--- src/rtl/rf_wb_arbiter.sv ---
// Register-file write-port arbiter: fixed priority to the pipeline (P) with a
// starvation override for the long-latency unit (L). Optional bypass: RF_WB_BYPASS_EN.
module rf_wb_arbiter #(
  parameter int XLEN     = 32,
  parameter int MAX_WAIT = 4
) (
  input  logic            clk,
  input  logic            rst,
  input  logic            p_valid,
  input  logic [4:0]      p_rd,
  input  logic [XLEN-1:0] p_data,
  output logic            p_ready,
  input  logic            l_valid,
  input  logic [4:0]      l_rd,
  input  logic [XLEN-1:0] l_data,
  output logic            l_ready,
  output logic            rf_we,
  output logic [4:0]      rf_rd,
  output logic [XLEN-1:0] rf_data,
  output logic            l_forced
`ifdef RF_WB_BYPASS_EN
  ,
  input  logic [4:0]      byp_rs1,
  input  logic [4:0]      byp_rs2,
  output logic            byp_hit1,
  output logic            byp_hit2,
  output logic [XLEN-1:0] byp_data
`endif
);

  // Handshake: a write transfers on a cycle where valid && ready; the requester
  // holds valid/rd/data until then. ready depends only on valids, state and rst.
  typedef enum logic {
    PRI_P = 1'b0,
    PRI_L = 1'b1
  } state_e;

  localparam logic [3:0] MAX_WAIT_C = 4'(MAX_WAIT);

  state_e            state_q, state_d;
  logic [3:0]        wait_cnt_q, wait_cnt_d;
  logic              rf_we_q, rf_we_d;
  logic [4:0]        rf_rd_q, rf_rd_d;
  logic [XLEN-1:0]   rf_data_q, rf_data_d;
  logic              grant_p, grant_l;

  always_comb begin
    grant_p    = 1'b0;
    grant_l    = 1'b0;
    state_d    = state_q;
    wait_cnt_d = 4'd0;
    rf_we_d    = 1'b0;
    rf_rd_d    = rf_rd_q;
    rf_data_d  = rf_data_q;

    if (!rst) begin
      case (state_q)
        PRI_L: begin
          if (l_valid)      grant_l = 1'b1;
          else if (p_valid) grant_p = 1'b1;
        end
        default: begin
          if (p_valid)      grant_p = 1'b1;
          else if (l_valid) grant_l = 1'b1;
        end
      endcase
    end

    // L denied while still asking: count toward the override, saturating.
    if (l_valid && !grant_l) begin
      wait_cnt_d = (wait_cnt_q == MAX_WAIT_C) ? MAX_WAIT_C : wait_cnt_q + 4'd1;
    end

    case (state_q)
      PRI_L:   if (grant_l || !l_valid) state_d = PRI_P;
      default: if (wait_cnt_d == MAX_WAIT_C) state_d = PRI_L;
    endcase

    // x0 writes are accepted but never reach the register file.
    if (grant_p && (p_rd != 5'd0)) begin
      rf_we_d   = 1'b1;
      rf_rd_d   = p_rd;
      rf_data_d = p_data;
    end else if (grant_l && (l_rd != 5'd0)) begin
      rf_we_d   = 1'b1;
      rf_rd_d   = l_rd;
      rf_data_d = l_data;
    end
  end

  always_ff @(posedge clk or posedge rst) begin
    if (rst) begin
      state_q    <= PRI_P;
      wait_cnt_q <= 4'd0;
      rf_we_q    <= 1'b0;
      rf_rd_q    <= 5'd0;
      rf_data_q  <= '0;
    end else begin
      state_q    <= state_d;
      wait_cnt_q <= wait_cnt_d;
      rf_we_q    <= rf_we_d;
      rf_rd_q    <= rf_rd_d;
      rf_data_q  <= rf_data_d;
    end
  end

  assign p_ready  = grant_p;
  assign l_ready  = grant_l;
  assign l_forced = (state_q == PRI_L) && grant_l && p_valid;
  assign rf_we    = rf_we_q;
  assign rf_rd    = rf_rd_q;
  assign rf_data  = rf_data_q;

`ifdef RF_WB_BYPASS_EN
  // Exposes the write the register file commits at the next edge to decode now.
  assign byp_hit1 = rf_we_q && (rf_rd_q == byp_rs1) && (rf_rd_q != 5'd0);
  assign byp_hit2 = rf_we_q && (rf_rd_q == byp_rs2) && (rf_rd_q != 5'd0);
  assign byp_data = rf_data_q;
`endif

endmodule

--- config.mk ---
export PLATFORM = sky130hd
export DESIGN_NAME = rf_wb_arbiter
export DESIGN_NICKNAME = d
export VERILOG_FILES = /design/src/rtl/rf_wb_arbiter.sv
export SDC_FILE = /design/constraint.sdc
export NUM_CORES = 1
export LEC_CHECK = 0
export CAP_MARGIN = 5
export CORE_UTILIZATION = 42
export CTS_CLUSTER_SIZE = 40
export DETAILED_ROUTE_END_ITERATION = 7
export PLACE_DENSITY = 0.94
export SLEW_MARGIN = 20
export SYNTH_ARGS = -nofsm -noshare
export SYNTH_HDL_FRONTEND = slang
export SYNTH_SLANG_ARGS = --single-unit
export TNS_END_PERCENT = 100
--- constraint.sdc ---
create_clock -name clk -period 4.4 [get_ports clk]
set_input_delay 0.88 -clock clk [delete_from_list [all_inputs] [get_ports clk]]
set_output_delay 0.88 -clock clk [all_outputs]
set_load 0.005 [all_outputs]
==> summary.txt, run 1 <==
STA
  – Count of final max-slew check failures: 0
  – Setup TNS: 0 ps
  – Relative slew slack: 0.414
  – Maximum clock frequency: ~300 MHz
  – Worst hold margin: about 500 ps
  – RSZ-0062 raised after global routing: no
  – Slew @ Worst Pin: just under 900 ps
  – Post-route clock period utilization: 0.769
  – Final setup slack of the worst path: 1010 ps
  – Setup Viol. Count Final: 0
  – Largest clock skew in the final design: just under 7 ps
  – Minimum period implied by the final worst setup slack: between 3000 and 4000 ps
  – Number of hold violations in the final report: 0

Critical path
  – Critical path data arrival time: between 2000 and 3000 ps
  – Slowest library cell on the worst path: clkdlybuf4s50_1
  – Count of cells along the worst register-to-register path: 6
  – Cell seen most often among critical-path stages: clkdlybuf4s50_1
  – Crit-path max cell delay: 580 ps
  – Worst endpoint required time: between 3000 and 4000 ps
  – Worst flop-to-flop path endpoint: rf_rd[1]
  – Launch point of the worst reg-to-reg path: state_q
  – Kind of end point of the critical path: output pin
  – Slack of the worst reg-to-reg path: ~2700 ps
  – Setup CP Type: in2out
  – Crit path max fanout: 6
  – CP startpoint kind: input pin
  – CP Cell Sequence: clkdlybuf4s50_1, nand2b_1, a21oi_1, clkdlybuf4s50_1

Die
  – Core Area: a little under 5000 sq um
  – Full die area: 5390 sq um
  – Effective utilization at floorplan: 0.445
  – Die Wd: 73.4 um
  – Vertical extent of the die: roughly 73 um
  – Standard-cell row count: 25
  – Count of boundary I/O pins: 119

Routing
  – Number of DRC markers in iteration 0: 82
  – Number of detailed-routing iterations run before antenna repair: 4
  – Overall via count from detail_route: 2307
  – Via count normalized by instance count: approximately 5.5
  – Count of nets left with antenna violations after detail routing: 0
  – Routed length per instance: about 16 um
  – Final Routed Wirelength: roughly 6600 um
  – DRC violation count after routing: 0

Synth
  – Count of state elements after synthesis: 43
  – Average cell area after synthesis: 8.82 sq um
  – Total number of yosys warnings: 0
  – Area of the mapped netlist: between 2000 and 2500 sq um
  – Synthesized instance count: approximately 240
  – Syn_nets: about 320
  – Number of enable flip-flop cells after synthesis: 0
  – Ys async rst share: 1.00
  – Unique cell type count in the Yosys netlist: 30
  – Library cell occupying the most area in the post-synthesis netlist: dfrtp_1
  – Synth top area cells: dfrtp_1 50%, a31oi_1 9.3%, nand3_1 8.2%
  – Most used flip-flop cell after synthesis: dfrtp_1
  – Top cells by count, synth: 43 x dfrtp_1, 38 x nor2_1, 35 x nand3_1
  – Cell with the most instances after synthesis: dfrtp_1
  – Part of the Yosys area used for sequential elements: 0.502
  – Proportion of netlist area held by the largest area contributor: 0.502

Clock tree
  – CTS buffer count: 5
  – Hold-fix buffers at CTS: 0
  – Cells resized by post-CTS repair: 0
  – Buffers inserted during post-CTS setup optimization: 0
  – Worst skew pair latency: roughly 280 ps
  – Buffer type at the clock tree root: clkbuf_8
  – Number of clock sinks seen by CTS: 43
  – CTS tree: built
  – Clock transition at the registers of the reported paths: 70 ps
  – CTS Buffer Depth: 2
  – CTS HTree Levels: 2

Global routing
  – Via count of the first global-routing pass: approximately 2200
  – Largest net degree at the start of global routing: between 40 and 50
  – Number of antenna violations at the first check in global routing: 0
  – Global route overflow: 0
  – First-pass GRT wire length: 10200 um
  – GRT Total Usage: 0.249

Pwr
  – IR drop worst, VDD: roughly 0.00024 V
  – Static Leakage: ~1.4 nW
  – Cell Pwr Density: 309 nW/um^2
  – Total Power Consumption: between 1 and 1.5 mW

Hold path
  – Number of instances on the worst hold path: 1
  – Worst Hold Class: reg2reg
  – Hold_sp: rf_rd[4]
  – End point of the most critical hold path: rf_rd[4]

Layout
  – Non-filler instance count after layout: between 400 and 500
  – Signed area change from the synthesized netlist to the final layout: 62.1%
  – Count of filler cells inserted in the layout: between 300 and 400
  – Final net count: 435
  – Antenna diode count: 0
  – Ratio of cells with drive above 1 in the final layout: 0.0590
  – Final Instance Area: 3470 sq um
  – Final core utilization: 0.721

Place
  – Post-Place Worst Slack: 1030 ps
  – Placed Cells incl. Taps: about 420
  – Gp weighted congestion: around 0.8
  – Cell area reported after detailed placement: around 3400 sq um
  – Number of buffers inserted by port buffering: about 120
  – HPWL after detailed placement: ~4800 um

Flow run
  – Number of max-cap violations: 0

Status
  – Outcome: completed
## final cells by class
type / count / area (sq um) / share of cell area
Tap cell: 67 / 83.8 / 0.0241
Timing Repair Buffer: 124 / 1230 / 0.353
Inverter: 8 / 30.0 / 0.00865
Clock buffer: 8 / 100 / 0.0288
Multi-Input combinational cell: 173 / 957 / 0.276
Sequential cell: 43 / 1080 / 0.310
## cell usage in the layout (no fill, tap or decap), types with 2 or more instances in the layout
master	n
clkdlybuf4s50_1	118
dfrtp_1	43
nor2_1	38
nand3_1	35
o21ai_0	32
a31oi_1	32
clkbuf_8	7
nand2_1	6
inv_1	6
buf_4	6
or4_1	3
nand2b_1	2
nor2b_1	2
nor3_1	2
a21oi_1	2
a22o_1	2
a21o_1	2
o221a_2	2
ha_1	2
## flip-flops by register name, summed over array words and instances (netlist names)
signal      flops
state_q         1
rf_rd           5
rf_data        32
rf_we           1
wait_cnt_q      4
## routing by layer
| layer | routed length [um] | part of all wire | vias to the layer above | track usage |
|---|---|---|---|---|
| met5 | 0 | 0 | - | 0 |
| met4 | 67 | 0.010 | 0 | 0.0662 |
| met1 | 2730 | 0.41 | 1104 | 0.312 |
| met2 | 3360 | 0.51 | 95 | 0.441 |
| li1 | - | - | 1102 | - |
| met3 | 473 | 0.071 | 6 | 0.0480 |
## worst max-delay path, delay by kind of cell
family	cells	cell delay, ps
AO/OA/AOI/OAI	1	360
buffers and inverters	2	1060
AND/OR/NAND/NOR	1	200
## how the worst max path moves through the flow
| stage | startpoint | endpoint | slack [ps] | cells after the start |
|---|---|---|---|---|
| floorplan | rst | state_q | 1830 | 4 |
| finish | rst | p_ready | 1010 | 4 |
| CTS | rst | p_ready | 1020 | 4 |
| global placement | rst | p_ready | 1070 | 4 |
| global route | rst | p_ready | 930 | 4 |
| detailed placement | rst | p_ready | 1030 | 4 |
## where the power goes
group	internal, mW	leakage, nW	switching (mW)
clock	0.143	0.0515	0.121
combinational	0.204	0.821	0.118
sequential	0.454	0.504	0.0311
## kinds of logic after synthesis
family	synth area share
DFF	0.502
muxes	0.00993
AOI/OAI and AO/OA	0.230
buffers and inverters	0.0561
and+or+nand+nor	0.190
adders and majority gates	0.0117
Power figures use the tool's default switching activity.
==> run 2, diff against run 1 <==
--- a/config.mk
+++ b/config.mk
@@ -6,10 +6,10 @@
 export NUM_CORES = 1
 export LEC_CHECK = 0
 export CAP_MARGIN = 5
-export CORE_UTILIZATION = 42
+export CORE_UTILIZATION = 39
 export CTS_CLUSTER_SIZE = 40
 export DETAILED_ROUTE_END_ITERATION = 7
-export PLACE_DENSITY = 0.94
+export PLACE_DENSITY = 0.89
 export SLEW_MARGIN = 20
 export SYNTH_ARGS = -nofsm -noshare
 export SYNTH_HDL_FRONTEND = slang
==> constraint.sdc (replaced) <==
create_clock -name clk -period 3.48 [get_ports clk]
set_input_delay 0.696 -clock clk [delete_from_list [all_inputs] [get_ports clk]]
set_output_delay 0.696 -clock clk [all_outputs]
set_load 0.005 [all_outputs]
==> run 2 against run 1 <==
Net effect:
- core utilization fell by 5.4 points
- cell count up 1.2%
- largest cell class unchanged
- cell area barely moved
- combinational power rose by 26%
- non-clock buffer count grew 2
- wire length is 0.98% lower
- first-iteration DRC count rose by 26%
- clock power increased by 12%
- critical endpoint unchanged
- power up 23%
- sequential cell count stayed put
==> summary.txt, run 2 (synthesis results as in run 1) <==
Status
  – Outcome: completed

Critical path
  – Count of cells along the worst register-to-register path: 6 (unchanged)
  – Count of buffer and inverter cells on the critical path: 2 (unchanged)
  – Setup CP Type: in2out
  – Crit-path max cell delay: 600 ps (+20 ps)
  – CP delay by family, top: buffers and inverters
  – Launch point of the worst reg-to-reg path: state_q
  – Worst endpoint required time: 2780 ps (-740 ps)
  – Slowest library cell on the worst path: clkdlybuf4s50_1
  – Worst flop-to-flop path endpoint: rf_rd[1]
  – Critical path data arrival time: 2420 ps (-90 ps)
  – Crit path max fanout: 6 (unchanged)
  – Cell seen most often among critical-path stages: clkdlybuf4s50_1
  – Kind of end point of the critical path: output pin
  – CP Cell Sequence: clkdlybuf4s50_1, nand2b_1, a21oi_1, clkdlybuf4s50_1
  – Slack of the worst reg-to-reg path: 1820 ps (-880 ps)
  – CP startpoint kind: input pin

Die
  – Core Area: 5200 sq um (+8.1%)
  – Full die area: 5790 sq um (+7.5%)
  – Effective utilization at floorplan: 0.412 (-0.0331)
  – Die Wd: 76.1 um (+3.7%)
  – Standard-cell row count: 26 (+4.0%)
  – Count of boundary I/O pins: 119 (unchanged)
  – Vertical extent of the die: 76.1 um (+3.7%)

Layout
  – Final Instance Area: 3470 sq um (about the same)
  – Final core utilization: 0.667 (-0.0542)
  – Signed area change from the synthesized netlist to the final layout: 62.0% (about the same)
  – Antenna diode count: 0 (unchanged)
  – Ratio of cells with drive above 1 in the final layout: 0.0587 (-0.000330)
  – Non-filler instance count after layout: 428 (+1.2%)
  – Final net count: 437 (+0.46%)
  – Most used cells in the layout excluding fill and tap cells: 118 x clkdlybuf4s50_1, 43 x dfrtp_1, 38 x nor2_1
  – Leading cell type in the layout, fill and taps excluded: clkdlybuf4s50_1
  – Number of flip-flops in the largest register: 32 (unchanged)
  – Count of filler cells inserted in the layout: 443 (+14%)

Routing
  – Routed length per instance: 15.3 um (-2.1%)
  – Via count normalized by instance count: 5.50 (+0.80%)
  – Count of nets left with antenna violations after detail routing: 0 (unchanged)
  – Final Routed Wirelength: 6560 um (-0.98%)
  – DRC violation count after routing: 0 (unchanged)
  – Overall via count from detail_route: 2353 (+2.0%)
  – Number of detailed-routing iterations run before antenna repair: 4 (unchanged)
  – Number of DRC markers in iteration 0: 103 (+26%)

Clock tree
  – Buffer type at the clock tree root: clkbuf_8
  – CTS Buffer Depth: 2 (unchanged)
  – Buffers inserted during post-CTS setup optimization: 0 (unchanged)
  – CTS HTree Levels: 2 (unchanged)
  – Worst skew pair latency: 280 ps (about the same)
  – Clock transition at the registers of the reported paths: 70 ps (about the same)
  – CTS buffer count: 5 (unchanged)
  – Hold-fix buffers at CTS: 0 (unchanged)
  – Cells resized by post-CTS repair: 0 (unchanged)
  – Number of clock sinks seen by CTS: 43 (unchanged)
  – CTS tree: built

STA
  – Worst hold margin: 494 ps (-7.53 ps)
  – Count of final max-slew check failures: 0 (unchanged)
  – Setup Viol. Count Final: 0 (unchanged)
  – Final setup slack of the worst path: 359 ps (-656 ps)
  – Number of hold violations in the final report: 0 (unchanged)
  – Largest clock skew in the final design: 6.04 ps (-0.691 ps)
  – RSZ-0062 raised after global routing: no
  – Maximum clock frequency: 320 MHz
  – Relative slew slack: 0.567 (+0.153)
  – Minimum period implied by the final worst setup slack: approximately 3100 ps
  – Setup TNS: 0 ps (unchanged)
  – Slew @ Worst Pin: 648 ps (-230 ps)
  – Post-route clock period utilization: 0.897

Place
  – HPWL after detailed placement: 4650 um (-2.3%)
  – Cell area reported after detailed placement: 3390 sq um (+0.56%)
  – Gp weighted congestion: 0.783 (-2.1%)
  – Placed Cells incl. Taps: 420 (+1.2%)
  – Number of buffers inserted by port buffering: 118 (unchanged)
  – Post-Place Worst Slack: 403 ps (-622 ps)

Global routing
  – Global route overflow: 0 (unchanged)
  – Via count of the first global-routing pass: 2370 (+5.5%)
  – First-pass GRT wire length: 10800 um (+5.9%)
  – Number of antenna violations at the first check in global routing: 0 (unchanged)
  – Largest net degree at the start of global routing: 44 (-2.2%)
  – GRT Total Usage: 0.231 (-0.0181)

Hold path
  – End point of the most critical hold path: rf_rd[4]
  – Worst Hold Class: reg2reg
  – Number of instances on the worst hold path: 1 (unchanged)
  – Hold_sp: rf_rd[4]

Pwr
  – Cell Pwr Density: 379 nW/um^2 (+23%)
  – Relative contribution of the clock network to total power: 0.226 (-0.021)
  – IR drop worst, VDD: 0.000170 V (-28%)
  – Internal power component: 0.973 mW (+21%)
  – Part of the total power dissipated in combinational logic: 0.309 (+0.008)
  – Total Power Consumption: 1.32 mW (+23%)
  – Static Leakage: 1.38 nW (about the same)
  – Sequential Power Share: 0.466 (+0.013)
  – Switching share of power: 0.260 (+0.00787)
  – Switch Pwr: 0.342 mW (+27%)

Flow run
  – Number of max-cap violations: 0 (unchanged)
-- run 2: cell types whose count changed in the layout (fill, tap and decap cells not counted) --
cell | previous run | this run
clkbuf_1 | 1 | 2
nand2_1 | 6 | 7
nand2_2 | 1 | 0
buf_4 | 6 | 8
clkbuf_8 | 7 | 5
clkinv_2 | 0 | 1
-- run 2: area by class of cell --
| type | count | area, sq um | area share |
|---|---|---|---|
| multi-input cells | 173 | 955 | 0.275 |
| clock buffers | 7 | 76.3 | 0.0220 |
| flip-flops and latches | 43 | 1080 | 0.310 |
| repair buffers | 126 | 1240 | 0.358 |
| inverters | 8 | 30.0 | 0.00865 |
| clock inverters | 1 | 5.00 | 0.00144 |
| well taps | 70 | 87.6 | 0.0252 |
-- run 2: worst max-delay path by stage --
stage | startpoint | end | slack [ps] | cells after the start
3_5_place_dp | rst | p_ready | 400 | 4
3_3_place_gp | rst | p_ready | 440 | 4
2_1_floorplan | rst | state_q | 1100 | 4
4_1_cts | rst | p_ready | 380 | 4
5_1_grt | rst | p_ready | 280 | 4
6_report | rst | p_ready | 360 | 4
-- run 2: layer usage --
layer  vias to the layer above  track usage  part of all wire
met5                         -            0                 0
met4                         0       0.0827             0.023
met3                        17       0.0395             0.076
met2                       131        0.408              0.48
met1                      1099        0.284              0.42
li1                       1106            -                 -
-- run 2: power groups by stage --
stage / Sequential [mW] / Clock [mW] / Combinational (mW)
2_1_floorplan: 0.624 / 0 / 0.129
5_1_grt: 0.621 / 0.325 / 0.440
6_report: 0.612 / 0.297 / 0.406
3_5_place_dp: 0.621 / 0 / 0.408
4_1_cts: 0.612 / 0.304 / 0.410
3_3_place_gp: 0.618 / 0 / 0.398
